==> src/rtl/alu_op_sequencer.sv <==
// Operation sequencer for the 8-bit ALU: accepts one request per handshake, runs it
// (single-cycle ops or an 8-step restoring divide) and holds the result until accepted.
module alu_op_sequencer #(
    parameter int         WIDTH     = 8,
    parameter logic [7:0] DIVZ_QUOT = 8'hFF
) (
    input  logic             clk,
    input  logic             rst,
    input  logic             in_valid,
    output logic             in_ready,
    input  logic [2:0]       in_op,
    input  logic [WIDTH-1:0] in_a,
    input  logic [WIDTH-1:0] in_b,
    output logic             out_valid,
    input  logic             out_ready,
    output logic [WIDTH-1:0] out_result,
    output logic             out_carry,
    output logic             out_zero,
    output logic             out_err,
    output logic             busy,
    output logic [1:0]       dbg_state
);

    // Handshake: a transfer happens on a rising edge where valid && ready are both high;
    // in_ready is high only in IDLE, out_valid only in RESP, and outputs hold while stalled.

    typedef enum logic [1:0] {
        S_IDLE = 2'd0,
        S_EXEC = 2'd1,
        S_DIV  = 2'd2,
        S_RESP = 2'd3
    } state_t;

    localparam logic [2:0] OP_ADD = 3'b000;
    localparam logic [2:0] OP_SUB = 3'b001;
    localparam logic [2:0] OP_MUL = 3'b010;
    localparam logic [2:0] OP_DIV = 3'b011;
    localparam logic [2:0] OP_REM = 3'b100;
    localparam logic [2:0] OP_CMP = 3'b101;
    localparam logic [3:0] LAST_STEP = 4'(WIDTH - 1);

    state_t           state_q, state_d;
    logic [2:0]       op_q;
    logic [WIDTH-1:0] a_q, b_q;
    logic [WIDTH-1:0] rem_q, quo_q;
    logic [3:0]       cnt_q;
    logic [WIDTH-1:0] res_q;
    logic             carry_q, zero_q, err_q;

    logic             accept;
    logic             is_div_op;

    // Divider step signals
    logic [WIDTH:0]   rem_sh;
    logic             borrow;
    logic [WIDTH-1:0] trial, rem_next, quo_next, div_pick;

    // Single-cycle execution signals
    logic [WIDTH:0]   sum;
    logic [WIDTH-1:0] diff, prod;
    logic [WIDTH-1:0] ex_result;
    logic             ex_carry, ex_err;

    assign accept    = in_valid && in_ready;
    assign is_div_op = (in_op == OP_DIV) || (in_op == OP_REM);

    always_ff @(posedge clk) begin
        if (rst) state_q <= S_IDLE;
        else     state_q <= state_d;
    end

    always_comb begin
        state_d = state_q;
        unique case (state_q)
            S_IDLE: if (accept) state_d = (is_div_op && in_b != '0) ? S_DIV : S_EXEC;
            S_EXEC: state_d = S_RESP;
            S_DIV:  if (cnt_q == LAST_STEP) state_d = S_RESP;
            S_RESP: if (out_ready) state_d = S_IDLE;
            default: state_d = S_IDLE;
        endcase
    end

    // The shifted partial remainder keeps its carry bit so divisors above 128 still work.
    always_comb begin
        rem_sh   = {rem_q, quo_q[WIDTH-1]};
        borrow   = rem_sh < {1'b0, b_q};
        trial    = rem_sh[WIDTH-1:0] - b_q;
        rem_next = borrow ? rem_sh[WIDTH-1:0] : trial;
        quo_next = {quo_q[WIDTH-2:0], ~borrow};
        div_pick = (op_q == OP_REM) ? rem_next : quo_next;
    end

    always_comb begin
        sum       = {1'b0, a_q} + {1'b0, b_q};
        diff      = a_q - b_q;
        prod      = a_q * b_q;
        ex_result = '0;
        ex_carry  = 1'b0;
        ex_err    = 1'b0;
        unique case (op_q)
            OP_ADD: begin ex_result = sum[WIDTH-1:0]; ex_carry = sum[WIDTH]; end
            OP_SUB: begin ex_result = diff; ex_carry = a_q < b_q; end
            OP_MUL: ex_result = prod;
            OP_DIV: begin ex_result = DIVZ_QUOT; ex_err = 1'b1; end
            OP_REM: begin ex_result = a_q; ex_err = 1'b1; end
            OP_CMP: begin
                if (a_q == b_q)        ex_result = '0;
                else if (diff[WIDTH-1]) ex_result = WIDTH'(1);
                else                   ex_result = WIDTH'(2);
            end
            default: ex_err = 1'b1;
        endcase
    end

    always_ff @(posedge clk) begin
        if (rst) begin
            op_q    <= '0;
            a_q     <= '0;
            b_q     <= '0;
            rem_q   <= '0;
            quo_q   <= '0;
            cnt_q   <= '0;
            res_q   <= '0;
            carry_q <= 1'b0;
            zero_q  <= 1'b0;
            err_q   <= 1'b0;
        end else begin
            unique case (state_q)
                S_IDLE: if (accept) begin
                    op_q  <= in_op;
                    a_q   <= in_a;
                    b_q   <= in_b;
                    quo_q <= in_a;
                    rem_q <= '0;
                    cnt_q <= '0;
                end
                S_EXEC: begin
                    res_q   <= ex_result;
                    carry_q <= ex_carry;
                    zero_q  <= (ex_result == '0);
                    err_q   <= ex_err;
                end
                S_DIV: begin
                    rem_q <= rem_next;
                    quo_q <= quo_next;
                    cnt_q <= cnt_q + 4'd1;
                    if (cnt_q == LAST_STEP) begin
                        res_q   <= div_pick;
                        carry_q <= 1'b0;
                        zero_q  <= (div_pick == '0);
                        err_q   <= 1'b0;
                    end
                end
                default: ;
            endcase
        end
    end

    assign in_ready   = (state_q == S_IDLE);
    assign out_valid  = (state_q == S_RESP);
    assign busy       = (state_q != S_IDLE);
    assign out_result = res_q;
    assign out_carry  = carry_q;
    assign out_zero   = zero_q;
    assign out_err    = err_q;
    assign dbg_state  = state_q;

endmodule

==> config.mk <==
export PLATFORM = sky130hd
export DESIGN_NAME = alu_op_sequencer
export DESIGN_NICKNAME = d
export VERILOG_FILES = /design/src/rtl/alu_op_sequencer.sv
export SDC_FILE = /design/constraint.sdc
export NUM_CORES = 1
export LEC_CHECK = 0
export ABC_AREA = 1
export BUFFER_PORTS_ARGS = -buffer_cell sky130_fd_sc_hd__buf_2
export CORE_MARGIN = 2
export CORE_UTILIZATION = 56
export DETAILED_ROUTE_END_ITERATION = 10
export GPL_TIMING_DRIVEN = 0
export HOLD_SLACK_MARGIN = 0.02
export PLACE_DENSITY = 0.83
export SKIP_LAST_GASP = 1
export SYNTH_ARGS = -nofsm -noshare
export SYNTH_HDL_FRONTEND = slang
export SYNTH_SLANG_ARGS = --single-unit
==> constraint.sdc <==
create_clock -name clk -period 4.1 [get_ports clk]
set_input_delay 0.82 -clock clk [delete_from_list [all_inputs] [get_ports clk]]
set_output_delay 0.82 -clock clk [all_outputs]
set_load 0.05 [all_outputs]
# ---- Word level (Yosys, flattened, before mapping)
# Cells that the tools add are included.
dict set report totals {
  output_inout_bits 16
  reg_bits 52
  inputBits 23
}
dict set report classes {
  mul 1
  n_addsub 4
  eq_ne 15
  bitwise_logic 1
  n_lt_le_gt_ge 2
  reduce_logical 16
  mux 25
}
# operator count
set op_table {}
lappend op_table {{$pmux 8 s2} 3}
lappend op_table {{$pmux 8 s6} 1}
lappend op_table {{$mux 8} 5}
lappend op_table {{$logic_not 8->1} 2}
lappend op_table {{$sub 8x8->8} 2}
lappend op_table {{$mux 2} 6}
lappend op_table {{$add 8x8->9} 1}
lappend op_table {{$eq 3x2->1 const B} 3}
lappend op_table {{$eq 3x3->1 const B} 3}
lappend op_table {{$lt 9x8->1} 1}
lappend op_table {{$eq 8x8->1} 1}
lappend op_table {{$lt 8x8->1} 1}
lappend op_table {{$mul 8x8->8} 1}
lappend op_table {{$pmux 1 s2} 4}
lappend op_table {{$pmux 2 s4} 1}
lappend op_table {{$pmux 4 s2} 1}
lappend op_table {{$reduce_bool 8->1} 1}
lappend op_table {{$reduce_and 2->1} 3}
lappend op_table {{$reduce_bool 2->1} 3}
lappend op_table {{$add 4x1->4 const B} 1}
lappend op_table {{$eq 2x2->1 const B} 2}
lappend op_table {{$eq 4x3->1 const B} 1}
lappend op_table {{$mux 4} 1}
lappend op_table {{$ne 2x1->1 const B} 2}
lappend op_table {{other kinds (11)} 14}

# ---- Longest topological paths before layout
dict set report depth {
  ltp_word 6
  depth_mapped 25
}

# ---- Worst setup path after synthesis
# Ideal clock, no wire load.
dict set report synth_path {
  path_kind {flip-flop to flip-flop}
  from {register a_q[1]}
  to {register res_q[7] (netlist: out_result[7])}
  arrival_time_ns 3.953
  path_stages_with_launch 23
  setup_ns 0.132
  setup_slack_ns 0.015
  path_cell_list {dfxtp_1 > nand2_1 > fa_1 > fa_1 > inv_1 > fa_1 > inv_1 > fa_1 > inv_1 > ha_1 > nand2_1 > nand2_1 > nor2_1 > nand2_1 > nand2_1 > xnor2_1 > nand2_1 > nand3_1 > nand2_1 > nor2_1 > nand2_1 > nand2_1 > a21oi_1}
}
dict set report synth_via {
  elab_chain_cells 3
}
# item line
set synth_rtl {}
lappend synth_rtl {{from (decl)} 44} ;# logic [WIDTH-1:0] a_q, b_q;
lappend synth_rtl {{from (signal assigned)} 131} ;# a_q <= in_a;
lappend synth_rtl {{$mul 8x8->8 (tied with other cells)} 96} ;# prod = a_q * b_q;
lappend synth_rtl {{$pmux 8 s6 (*)} 100} ;# unique case (op_q)
lappend synth_rtl {{$pmux 8 s2 (*)} 128} ;# unique case (state_q)
lappend synth_rtl {{to (signal assigned)} 138} ;# res_q <= ex_result;
lappend synth_rtl {{to (signal assigned)} 148} ;# res_q <= div_pick;
lappend synth_rtl {{to (decl)} 47} ;# logic [WIDTH-1:0] res_q;
# Mark *: on every way between the ends. The rest lies on a longest branch, timed or not.
# A chain may end at the register's enable or synchronous reset.

# ---- Worst setup path in the final report
dict set report layout_path {
  from {register b_q[3]}
  to {register res_q[7] (netlist: out_result[7])}
}
dict set report layout_via {
  elab_chain_cells 5
}
# item line
set layout_rtl {}
lappend layout_rtl {{from (decl)} 44}
lappend layout_rtl {{from (signal assigned)} 132} ;# b_q <= in_b;
lappend layout_rtl {{branches (longest 4 deep; another with $mul 8x8->8)} --}
lappend layout_rtl {{$pmux 8 s2 (*)} 128}
# Mark *: on every way between the ends. The select of a mux whose other input is x is not followed.

==> flow_metrics.env <==
export IMPL_dieArea_um2=9600
export IMPL_synthesis_area_um2=4940
export IMPL_grt_util_all_layers=0.302
export IMPL_ant_nets=0
export IMPL_synthMuxAreaShare=0
export IMPL_antenna_cells=0
export IMPL_dr_pass1_iters=5
export IMPL_dp_cells=928
export IMPL_hold_viol=0
export IMPL_synth_compound_area_frac=0.139
export IMPL_clock_skew_ns=0.0102
export IMPL_area_growth_pct=14.3
export IMPL_irDropWorstVdd_mv=0.467
export IMPL_antenna_found_initial=0
export IMPL_die_w_um=98.0
export IMPL_io_pins=39
export IMPL_cp_common_cell="nand2_1"
export IMPL_layout_min_cycle_time_ns=3.90
export IMPL_instances_no_fill=949
export IMPL_maxCapViolCount=0
export IMPL_path_class="register to register"
export IMPL_start_kind="register"
export IMPL_clk_pin_slew_ns=0.10
export IMPL_io_buffer_count=38
export IMPL_yosysWarnings=0
export IMPL_clock_sinks=52
export IMPL_drt_iter0_drc=301
export IMPL_synth_async_reset_ratio=0
export IMPL_netlist_instances=782
export IMPL_leakage_nw=3.00
export IMPL_cp_data_arrival_time_ns=4.09
export IMPL_ys_seq_area_frac=0.211
export IMPL_overflow=0
export IMPL_grt_pass1_wl_um=23700
export IMPL_synth_xor_area_frac=0.00886
export IMPL_dp_hpwl_um=11300
export IMPL_wirelength_um=14700
export IMPL_clk_latency_ns=0.32
export IMPL_synth_top_family_by_area="simple AND/OR/NAND/NOR gates"
export IMPL_status="completed"
export IMPL_synth_most_common_cell="nand2_1"
export IMPL_drv_slew=0
export IMPL_r2r_end="out_result[7]$_SDFFE_PP0P_"
export IMPL_routedWlPerCell_um=15.5
export IMPL_hp_class="register to register"
export IMPL_period_share=0.952
export IMPL_cts_root_buf="clkbuf_8"
export IMPL_h_tree_depth=2
export IMPL_num_vias=5376
export IMPL_avgSynthCellArea_um2=6.32
export IMPL_max_slew_margin=0.576
export IMPL_max_slew_worst_pin_slew_ns=0.634
export IMPL_start_util=0.573
export IMPL_drive_gt1_frac=0.153
export IMPL_nNetsFinal=922
export IMPL_holdCritStartpoint="out_result[4]$_SDFFE_PP0P_"
export IMPL_cts_tree="done"
export IMPL_post_route_util=0.655
export IMPL_rows=34
export IMPL_synth_largest_area_cell="dfxtp_1"
export IMPL_drt_vias_per_instance=5.66
export IMPL_rsz0062_at_grt="yes"
export IMPL_cp_cell_sequence="ha_4 -> inv_2 -> fa_1 -> inv_1 -> ha_4 -> fa_1 -> inv_1 -> fa_1 -> inv_2 -> ha_4 -> nand3_2 -> inv_1 -> nor2_1 -> nand2_1 -> nand2_2 -> nand3_1 -> nand2_1 -> nand2_1 -> nand3_2 -> nand2_2 -> nor2_4 -> nand2_1 -> nand2_1 -> a21oi_1"
export IMPL_synth_seq_cells=52
export IMPL_gp_congestion=0.950
export IMPL_synth_enable_flop_cells=0
export IMPL_cp_required_ns=4.29
export IMPL_core_area_um2=8640
export IMPL_slowest_stage="fa_1"
export IMPL_netlist_cell_type_count=37
export IMPL_hold_depth=2
export IMPL_synthTopCellsByArea="dfxtp_1 21%, nand2_1 17%, ha_1 11%"
export IMPL_synth_fa_ha_area_frac=0.172
export IMPL_synth_ff_type="dfxtp_1"
export IMPL_grt_pass1_vias=5073
export IMPL_syn_num_nets=864
export IMPL_power_w=0.00376
export IMPL_drc_errors=0
export IMPL_path_max_fanout=4
export IMPL_die_h_um=98.0
export IMPL_numCtsBuffers=5
export IMPL_yosys_top_cells_count="228 x nand2_1, 125 x inv_1, 59 x a21oi_1"
export IMPL_place_area_um2=5270
export IMPL_yosysTopAreaCellShare=0.211
export IMPL_synthSimpleGateAreaFrac=0.347
export IMPL_fmax_ghz=0.256
export IMPL_crit_path_end_kind="register"
export IMPL_whs_endpoint="out_result[4]$_SDFFE_PP0P_"
export IMPL_cts_max_path_buffers=2
export IMPL_r2r_start="b_q[3]$_SDFFE_PP0P_"
export IMPL_r2r_setup_slack_ns=0.20
export IMPL_critical_path_max_stage_delay_ns=0.53
export IMPL_grt_max_degree=17
export IMPL_worst_r2r_cell_count=24
export IMPL_power_density_nw_per_um2=664
export IMPL_setup_viol=0
export IMPL_fin_area_um2=5650
==> metal layers <==
layer  track usage  part of all wire  up-vias
met3        0.0329             0.070       43
met2         0.523              0.50      207
met5             0                 0        -
li1              -                 -     2612
met1         0.377              0.40     2514
met4         0.135             0.035        0
==> power breakdown <==
group          switching (W)  internal (W)  total [W]
registers           0.000152      0.000658   0.000810
logic                0.00174      0.000824    0.00257
clock network       0.000179      0.000200   0.000379
total                0.00207       0.00168    0.00376
==> cells by family after synthesis <==
| kind of cell | Yosys count |
|---|---|
| flip-flops | 52 |
| buffers and inverters | 152 |
| AO/OA/AOI/OAI | 126 |
| adder cells (fa/ha/maj) | 59 |
| XOR/XNOR | 5 |
| AND/OR/NAND/NOR | 388 |
==> through the flow <==
step	hold WS [ns]	worst slack (ns)	TNS, ns
after floorplan	0.443	0.0145	0
after global placement	0.454	-0.432	-1.10
after detailed placement	0.456	-0.483	-1.22
after CTS	0.471	-0.00362	-0.00362
after global routing	0.491	-0.0371	-0.0371
final	0.473	0.198	0
==> critical path, delay by kind of cell, from the launching register on <==
family	cells	cell delay [ns]
adders and majority gates	6	2.13
and+or+nand+nor	12	0.97
DFF	1	0.40
buffers and inverters	5	0.25
AOI/OAI and AO/OA	1	0.05
==> worst max-delay path by stage <==
stage | startpoint | to | slack [ns] | cells past startpoint
detailed placement | a_q[1]$_SDFFE_PP0P_ | out_result[7]$_SDFFE_PP0P_ | -0.48 | 23
global placement | a_q[1]$_SDFFE_PP0P_ | out_result[7]$_SDFFE_PP0P_ | -0.43 | 23
CTS | b_q[4]$_SDFFE_PP0P_ | out_result[7]$_SDFFE_PP0P_ | -0.004 | 23
floorplan | a_q[1]$_SDFFE_PP0P_ | out_result[7]$_SDFFE_PP0P_ | 0.01 | 22
global route | b_q[3]$_SDFFE_PP0P_ | out_result[7]$_SDFFE_PP0P_ | -0.04 | 24
finish | b_q[3]$_SDFFE_PP0P_ | out_result[7]$_SDFFE_PP0P_ | 0.20 | 24
==> what timing repair did <==
item	CTS	global route
setup buffers	6	7
pin swaps	1	16
endpoints found under the setup margin	4	4
hold buffers	0	0
hold endpoints to repair	0	0
gates resized for setup	20	27
==> final cells by class <==
cell class,count,area [um^2]
inverters,128,480
repair buffers,51,295
flip-flops and latches,52,1070
clock inverters,2,38.8
clock buffers,6,82.6
multi-input cells,578,3420
plain buffers,24,134
well taps,108,135
fillers,787,2980
==> state kept, by name (all words and copies together) (netlist names) <==
register,cells
a_q,8
b_q,8
cnt_q,4
dbg_state,2
op_q,3
out_carry,1
out_err,1
out_result,8
out_zero,1
quo_q,8
rem_q,8
==> cells in the final DEF, fill, tap and decap left out, drive strengths merged <==
| cell | n |
|---|---|
| inv | 128 |
| nor2 | 54 |
| nand2 | 236 |
| fa | 15 |
| o311ai | 1 |
| o31ai | 2 |
| and3 | 2 |
| or2 | 7 |
| a31oi | 7 |
| xor2 | 2 |
| buf | 58 |
| xnor2 | 3 |
| o2111ai | 1 |
| nor3 | 6 |
| nand4 | 18 |
| bufinv | 1 |
| nand3 | 64 |
| o21a | 1 |
| o211ai | 4 |
| clkbuf | 23 |
| nor4 | 1 |
| ha | 44 |
| dfxtp | 52 |
| clkinv | 1 |
| a21oi | 60 |
| o21ai | 50 |
Power figures use the tool's default switching activity.
